## src/rtl/uart_tx_arbiter_if.sv

```systemverilog
// Client-lane and transmitter handshake bundle for the UART TX arbiter.
// The master view belongs to the arbiter; the slave view is the surrounding
// logic (clients plus the transmitter).
interface uart_tx_arbiter_if #(
    parameter int N_REQ = 4
);
    logic [N_REQ-1:0]   req;
    logic [8*N_REQ-1:0] req_data;
    logic [N_REQ-1:0]   req_last;
    logic [N_REQ-1:0]   ack;
    logic [N_REQ-1:0]   grant;
    logic [7:0]         tx_data;
    logic               tx_start;
    logic               tx_done;
    logic               err_timeout;

    modport master (
        input  req, req_data, req_last, tx_done,
        output ack, grant, tx_data, tx_start, err_timeout
    );

    modport slave (
        output req, req_data, req_last, tx_done,
        input  ack, grant, tx_data, tx_start, err_timeout
    );
endinterface

```

## src/rtl/uart_tx_arbiter.sv

```systemverilog
// Round-robin sequencer sharing one UART transmitter among N_REQ byte-stream
// clients. One client owns the transmitter per packet (or per burst of up to
// MAX_BURST bytes); each byte is held until the transmitter has taken it and
// finished it. tx_done comes from the divided bit-clock domain and is
// resynchronised before use.
//
// state | meaning
// IDLE  | no owner; arbitrate once the transmitter reports idle
// LOAD  | latch the owner's byte and last flag, raise tx_start
// START | hold tx_start until the transmitter goes busy (or time out)
// BUSY  | wait for the transmitter to finish, then continue or release
module uart_tx_arbiter #(
    parameter int N_REQ     = 4,
    parameter int MAX_BURST = 16,
    parameter int START_TO  = 20000
) (
    input logic               clk,
    input logic               rst,
    uart_tx_arbiter_if.master bus
);
    localparam int IDX_W = (N_REQ > 1) ? $clog2(N_REQ) : 1;
    localparam int TO_W  = $clog2(START_TO + 1);

    typedef enum logic [1:0] {IDLE, LOAD, START, BUSY} state_t;

    state_t           state_q;
    logic             done_meta_q;
    logic             done_sync_q;
    logic [IDX_W-1:0] ptr_q;
    logic [IDX_W-1:0] gidx_q;
    logic [N_REQ-1:0] grant_q;
    logic [N_REQ-1:0] ack_q;
    logic [7:0]       burst_q;
    logic [7:0]       tx_data_q;
    logic [TO_W-1:0]  to_q;
    logic             last_q;
    logic             tx_start_q;
    logic             err_q;

    logic             sel_valid_d;
    logic [IDX_W-1:0] sel_idx_d;
    logic [IDX_W-1:0] next_idx_d;

    // Two-flop synchroniser for the transmitter's idle/busy level.
    always_ff @(posedge clk or negedge rst) begin
        if (!rst) begin
            done_meta_q <= 1'b0;
            done_sync_q <= 1'b0;
        end else begin
            done_meta_q <= bus.tx_done;
            done_sync_q <= done_meta_q;
        end
    end

    // First requester at or after the round-robin pointer, wrapping.
    always_comb begin
        int               cand;
        logic [IDX_W-1:0] cand_idx;
        sel_valid_d = 1'b0;
        sel_idx_d   = '0;
        cand        = 0;
        cand_idx    = '0;
        for (int i = 0; i < N_REQ; i++) begin
            cand     = (int'(ptr_q) + i) % N_REQ;
            cand_idx = IDX_W'(cand);
            if (!sel_valid_d && bus.req[cand_idx]) begin
                sel_valid_d = 1'b1;
                sel_idx_d   = cand_idx;
            end
        end
    end

    // Pointer value that puts the current owner at lowest priority.
    always_comb begin
        next_idx_d = (gidx_q == IDX_W'(N_REQ - 1)) ? '0 : gidx_q + 1'b1;
    end

    // Sequencer: grant, per-byte start/done handshake, burst and timeout.
    always_ff @(posedge clk or negedge rst) begin
        if (!rst) begin
            state_q    <= IDLE;
            ptr_q      <= '0;
            gidx_q     <= '0;
            grant_q    <= '0;
            ack_q      <= '0;
            burst_q    <= '0;
            tx_data_q  <= '0;
            to_q       <= '0;
            last_q     <= 1'b0;
            tx_start_q <= 1'b0;
            err_q      <= 1'b0;
        end else begin
            ack_q <= '0;
            case (state_q)
                IDLE: begin
                    if (sel_valid_d && done_sync_q) begin
                        gidx_q  <= sel_idx_d;
                        grant_q <= N_REQ'(1) << sel_idx_d;
                        burst_q <= '0;
                        state_q <= LOAD;
                    end
                end
                LOAD: begin
                    tx_data_q  <= bus.req_data[{gidx_q, 3'b000} +: 8];
                    last_q     <= bus.req_last[gidx_q];
                    tx_start_q <= 1'b1;
                    to_q       <= '0;
                    state_q    <= START;
                end
                START: begin
                    if (!done_sync_q) begin
                        tx_start_q <= 1'b0;
                        ack_q      <= grant_q;
                        if (burst_q < 8'(MAX_BURST)) begin
                            burst_q <= burst_q + 1'b1;
                        end
                        state_q <= BUSY;
                    end else if (to_q == TO_W'(START_TO - 1)) begin
                        tx_start_q <= 1'b0;
                        err_q      <= 1'b1;
                        grant_q    <= '0;
                        ptr_q      <= next_idx_d;
                        state_q    <= IDLE;
                    end else begin
                        to_q <= to_q + 1'b1;
                    end
                end
                BUSY: begin
                    if (done_sync_q) begin
                        // A dropped request mid-packet releases like a last byte.
                        if (last_q || (burst_q == 8'(MAX_BURST)) || !bus.req[gidx_q]) begin
                            grant_q <= '0;
                            ptr_q   <= next_idx_d;
                            state_q <= IDLE;
                        end else begin
                            state_q <= LOAD;
                        end
                    end
                end
                default: state_q <= IDLE;
            endcase
        end
    end

    assign bus.ack         = ack_q;
    assign bus.grant       = grant_q;
    assign bus.tx_data     = tx_data_q;
    assign bus.tx_start    = tx_start_q;
    assign bus.err_timeout = err_q;
endmodule

```

## src/flat_wrapper.sv

```systemverilog
// flat-port wrapper written by rule: the top's interface ports become plain ports
module uart_tx_arbiter_flat 
#(
    parameter int N_REQ     = 4,
    parameter int MAX_BURST = 16,
    parameter int START_TO  = 20000
)
  (clk, rst, bus_req, bus_req_data, bus_req_last, bus_tx_done, bus_ack, bus_grant, bus_tx_data, bus_tx_start, bus_err_timeout);
  uart_tx_arbiter_if #(.N_REQ(N_REQ)) bus_i ();
  input logic clk;
  input logic rst;
  input wire logic [$bits(bus_i.req)-1:0] bus_req;
  input wire logic [$bits(bus_i.req_data)-1:0] bus_req_data;
  input wire logic [$bits(bus_i.req_last)-1:0] bus_req_last;
  input wire logic [$bits(bus_i.tx_done)-1:0] bus_tx_done;
  output wire logic [$bits(bus_i.ack)-1:0] bus_ack;
  output wire logic [$bits(bus_i.grant)-1:0] bus_grant;
  output wire logic [$bits(bus_i.tx_data)-1:0] bus_tx_data;
  output wire logic [$bits(bus_i.tx_start)-1:0] bus_tx_start;
  output wire logic [$bits(bus_i.err_timeout)-1:0] bus_err_timeout;
  assign bus_i.req = bus_req;
  assign bus_i.req_data = bus_req_data;
  assign bus_i.req_last = bus_req_last;
  assign bus_i.tx_done = bus_tx_done;
  assign bus_ack = bus_i.ack;
  assign bus_grant = bus_i.grant;
  assign bus_tx_data = bus_i.tx_data;
  assign bus_tx_start = bus_i.tx_start;
  assign bus_err_timeout = bus_i.err_timeout;
  uart_tx_arbiter #(.N_REQ(N_REQ), .MAX_BURST(MAX_BURST), .START_TO(START_TO)) u_core (.clk(clk), .rst(rst), .bus(bus_i));
endmodule
```

## config.mk

```make
export PLATFORM = sky130hd
export DESIGN_NAME = uart_tx_arbiter_flat
export DESIGN_NICKNAME = d
export VERILOG_FILES = /design/src/rtl/uart_tx_arbiter_if.sv /design/src/rtl/uart_tx_arbiter.sv /design/src/flat_wrapper.sv
export SDC_FILE = /design/constraint.sdc
export NUM_CORES = 1
export LEC_CHECK = 0
export CAP_MARGIN = 10
export CORE_MARGIN = 4
export CORE_UTILIZATION = 52
export CTS_BUF_LIST = sky130_fd_sc_hd__clkbuf_4 sky130_fd_sc_hd__clkbuf_8
export DETAILED_ROUTE_END_ITERATION = 6
export PLACE_DENSITY = 0.89
export SLEW_MARGIN = 20
export SYNTH_ARGS = -nofsm -noshare
export SYNTH_HDL_FRONTEND = slang
export SYNTH_SLANG_ARGS = --single-unit
```

## constraint.sdc

```tcl
create_clock -name clk -period 2.7 [get_ports clk]
set_input_delay 0.27 -clock clk [delete_from_list [all_inputs] [get_ports clk]]
set_output_delay 0.27 -clock clk [all_outputs]
set_load 0.02 [all_outputs]
```

==> results of run 1 <==
## cell families after synthesis
logic type / synth area share
AOI/OAI and AO/OA: 0.101
xor gates and xnor gates: 0.0224
adders and majority gates: 0.0412
buffers and inverters: 0.0297
DFF: 0.457
muxes: 0.156
and+or+nand+nor: 0.193
## registers in the layout, indices dropped and copies added, names as in the netlist
name,cells
u_core.bus.tx_start,1
u_core.bus.err_timeout,1
u_core.last_q,1
u_core.bus.grant,4
u_core.gidx_q,2
u_core.done_sync_q,1
u_core.burst_q,8
u_core.bus.ack,4
u_core.state_q,2
u_core.to_q,15
u_core.bus.tx_data,8
u_core.done_meta_q,1
u_core.ptr_q,2
## worst max-delay path, cell delays in order, from the launching register on
cell	delay (ns)
dfrtp_1	0.44
inv_1	0.13
ha_1	0.44
nor2b_1	0.51
a41oi_1	0.41
nand4b_1	0.30
a21oi_1	0.16
## cells in the mapped netlist (2+ instances only)
cell type  instances  area, µm²
a21o_1             2       15.0
a21oi_1            7       35.0
a41oi_1            2       17.5
and2_1             4       25.0
and3_1             4       25.0
and4_1             2       17.5
buf_2              2       10.0
clkbuf_1           2       7.51
dfrtp_1           50       1250
ha_1               9        113
inv_1             13       48.8
mux2_2            16        180
mux2i_1            2       20.0
mux4_2            10        225
nand2_1           22       82.6
nand2b_1           3       18.8
nand3_1           12       60.1
nand4_1            2       12.5
nor2_1            22       82.6
nor2b_1            5       31.3
nor3_1             8       40.0
nor4_1             4       25.0
o211ai_1           2       15.0
o21ai_0            6       30.0
o2bb2ai_1          2       17.5
o311ai_0           3       26.3
or3_1              2       12.5
xnor2_1            6       52.6
## power groups by stage
stage	clock network, µW	registers (µW)	logic [µW]
2_1_floorplan	0	1180	935
3_3_place_gp	0	1110	1480
3_5_place_dp	0	1120	1530
4_1_cts	450	1110	1540
5_1_grt	485	1140	1670
6_report	439	1110	1530
## per-stage QoR
step | power [µW] | utilization
detailed placement | 2650 | 0.670
global route | 3300 | 0.689
finish | 3080 | 0.689
floorplan | 2110 | -
CTS | 3090 | 0.689
global placement | 2590 | 0.670
## how the worst max path moves through the flow
stage / cells past startpoint / slack (ns) / start / end
after detailed placement: 6 / 0.25 / u_core.state_q[0] / u_core.burst_q[4]
final: 6 / 0.24 / u_core.state_q[0] / u_core.burst_q[4]
after floorplan: 7 / 0.69 / u_core.state_q[0] / u_core.burst_q[4]
after global placement: 6 / 0.28 / u_core.state_q[0] / u_core.burst_q[4]
after CTS: 6 / 0.22 / u_core.state_q[0] / u_core.burst_q[4]
after global routing: 6 / 0.01 / u_core.state_q[0] / u_core.burst_q[4]
## per-layer routing
layer | global-route usage | wire length (µm) | vias to the layer above
met5 | 0 | 0 | -
met4 | 0.0676 | 88 | 0
met3 | 0.0348 | 215 | 7
li1 | - | - | 1054
met1 | 0.274 | 2620 | 1123
met2 | 0.335 | 3170 | 50
## final cells by class
class	instances	area, µm²
fillers	383	1590
flip-flops and latches	50	1250
repair buffers	65	636
clock buffers	6	76.3
inverters	14	52.6
multi-input cells	181	1400
clock inverters	2	13.8
well taps	70	87.6
==> out/results.txt, run 1 <==
Status: finished, final reports clean
Lkg Pwr: 0.00146 µW
Hold EP: u_core.done_sync_q
Reg2reg start: u_core.state_q[0]
Crit-path max FO: 13
FMAX: 406 MHz
Placed insts: 379
GRT Util Overall: 0.204
# Post-CTS Setup Buffers: 0
Internal power: 1890 µW
Post-DR wirelength/cell: 15.7 µm
Reg2Reg Depth: 6
Global-route wire length before repair: 10.2 mm
DR iter-0 viols: 180
Worst Hold Depth: 0
Post-Place Cell Area: 0.00342 mm²
H-tree levels: 2
Final Hold Viols: 0
Post-Route WL: 6.10 mm
Core area: 0.00511 mm²
PwrDens: 875 mW/mm²
Routed vias: 2234
Fin. max-slew vios: 0
Post-synth EDFFs: 0
Clk buf depth: 2
DRC Markers: 0
Top-level port count: 61
CTS Buf Count: 5
Detail Placement HPWL: 4.68 mm
Syn nets: 303
Antenna cells: 0
Setup tns final: 0 ns
Die Y-Extent: 80.5 µm
YS warnings: 0
Vias in the first global route: 2176
# setup viols final: 0
Port bufs: 60
Design Area, Final: 0.00352 mm²
Worst-Skew Late Latency: 0.31 ns
Worst min path class: register to register
Rows: 26
Final cell count without fillers: 388
Hold buffer count at CTS: 1
Logic pwr share: 0.497
Netlist cell types: 55
Place WS: 0.250 ns
Final Cycle Share: 0.912
Worst Max-Slew Pin Slew: 0.746 ns
CTS root buffer: clkbuf_8
VDD IR-drop max: 532 µV
Data required, critical path: 2.94 ns
CP arrival: 2.70 ns
Commonest cells after routing, fill and taps aside: 59 x clkdlybuf4s50_1, 50 x dfrtp_1, 22 x nor2_1, 22 x nand2_1, 16 x mux2_2
Sequential Power Share: 0.361
Max Cap Viol: 0
Worst Slack Setup Final: 0.237 ns
Area Growth Syn to Fin: 28.7%
Kind of critical path: register to register
Die X-Extent: 80.5 µm
Reg2Reg Setup Slack: 0.24 ns
Slew headroom: 0.498
Clk network pwr share: 0.142
Synthesized area: 0.00274 mm²
Primary FF master, synth: dfrtp_1
CP endpoint kind: register
Average size of a mapped cell: 10.9 µm²
Gp weighted congestion: 0.793
Initial Util: 0.536
Detailed-route vias per instance: 5.76
Hold Path Origin: u_core.done_meta_q
Clock Skew: 0.0113 ns
Tmin final: 2.46 ns
Share of cells above drive strength 1: 0.135
Die area: 0.00648 mm²
Switching power total: 1190 µW
DRT Pass-1 Iters: 4
R2r endpoint: u_core.burst_q[4]
Commonest non-fill, non-tap cell in the layout: clkdlybuf4s50_1
Gate Count Post-Synth: 251
Seq/Total Area, Yosys: 0.457
Final global-route overflow total: 0
Critical Path Start Type: register
Async S/R FF share, synth: 1.00
Synthesized flop and latch total: 50
Sw Ratio: 0.386
Initial antenna violation count: 0
Final #Nets: 369
Worst Hold Slack: 0.359 ns
Post-cts sizing count: 0
Clock transition at path regs: 0.09 ns
Largest net degree at the start of global routing: 36
CTS sink count: 50
RSZ-0062 raised after global routing: no
CTS tree: yes
Antenna viol nets, final: 0
Power figures use the tool's default switching activity.
==> inputs of run 2 (changes only) <==
--- a/config.mk
+++ b/config.mk
@@ -15,3 +15,4 @@
 export SYNTH_ARGS = -nofsm -noshare
 export SYNTH_HDL_FRONTEND = slang
 export SYNTH_SLANG_ARGS = --single-unit
+export TNS_END_PERCENT = 100
==> results of run 2 <==
Same layout as run 1: the final DEF is identical, and so are final timing and power.
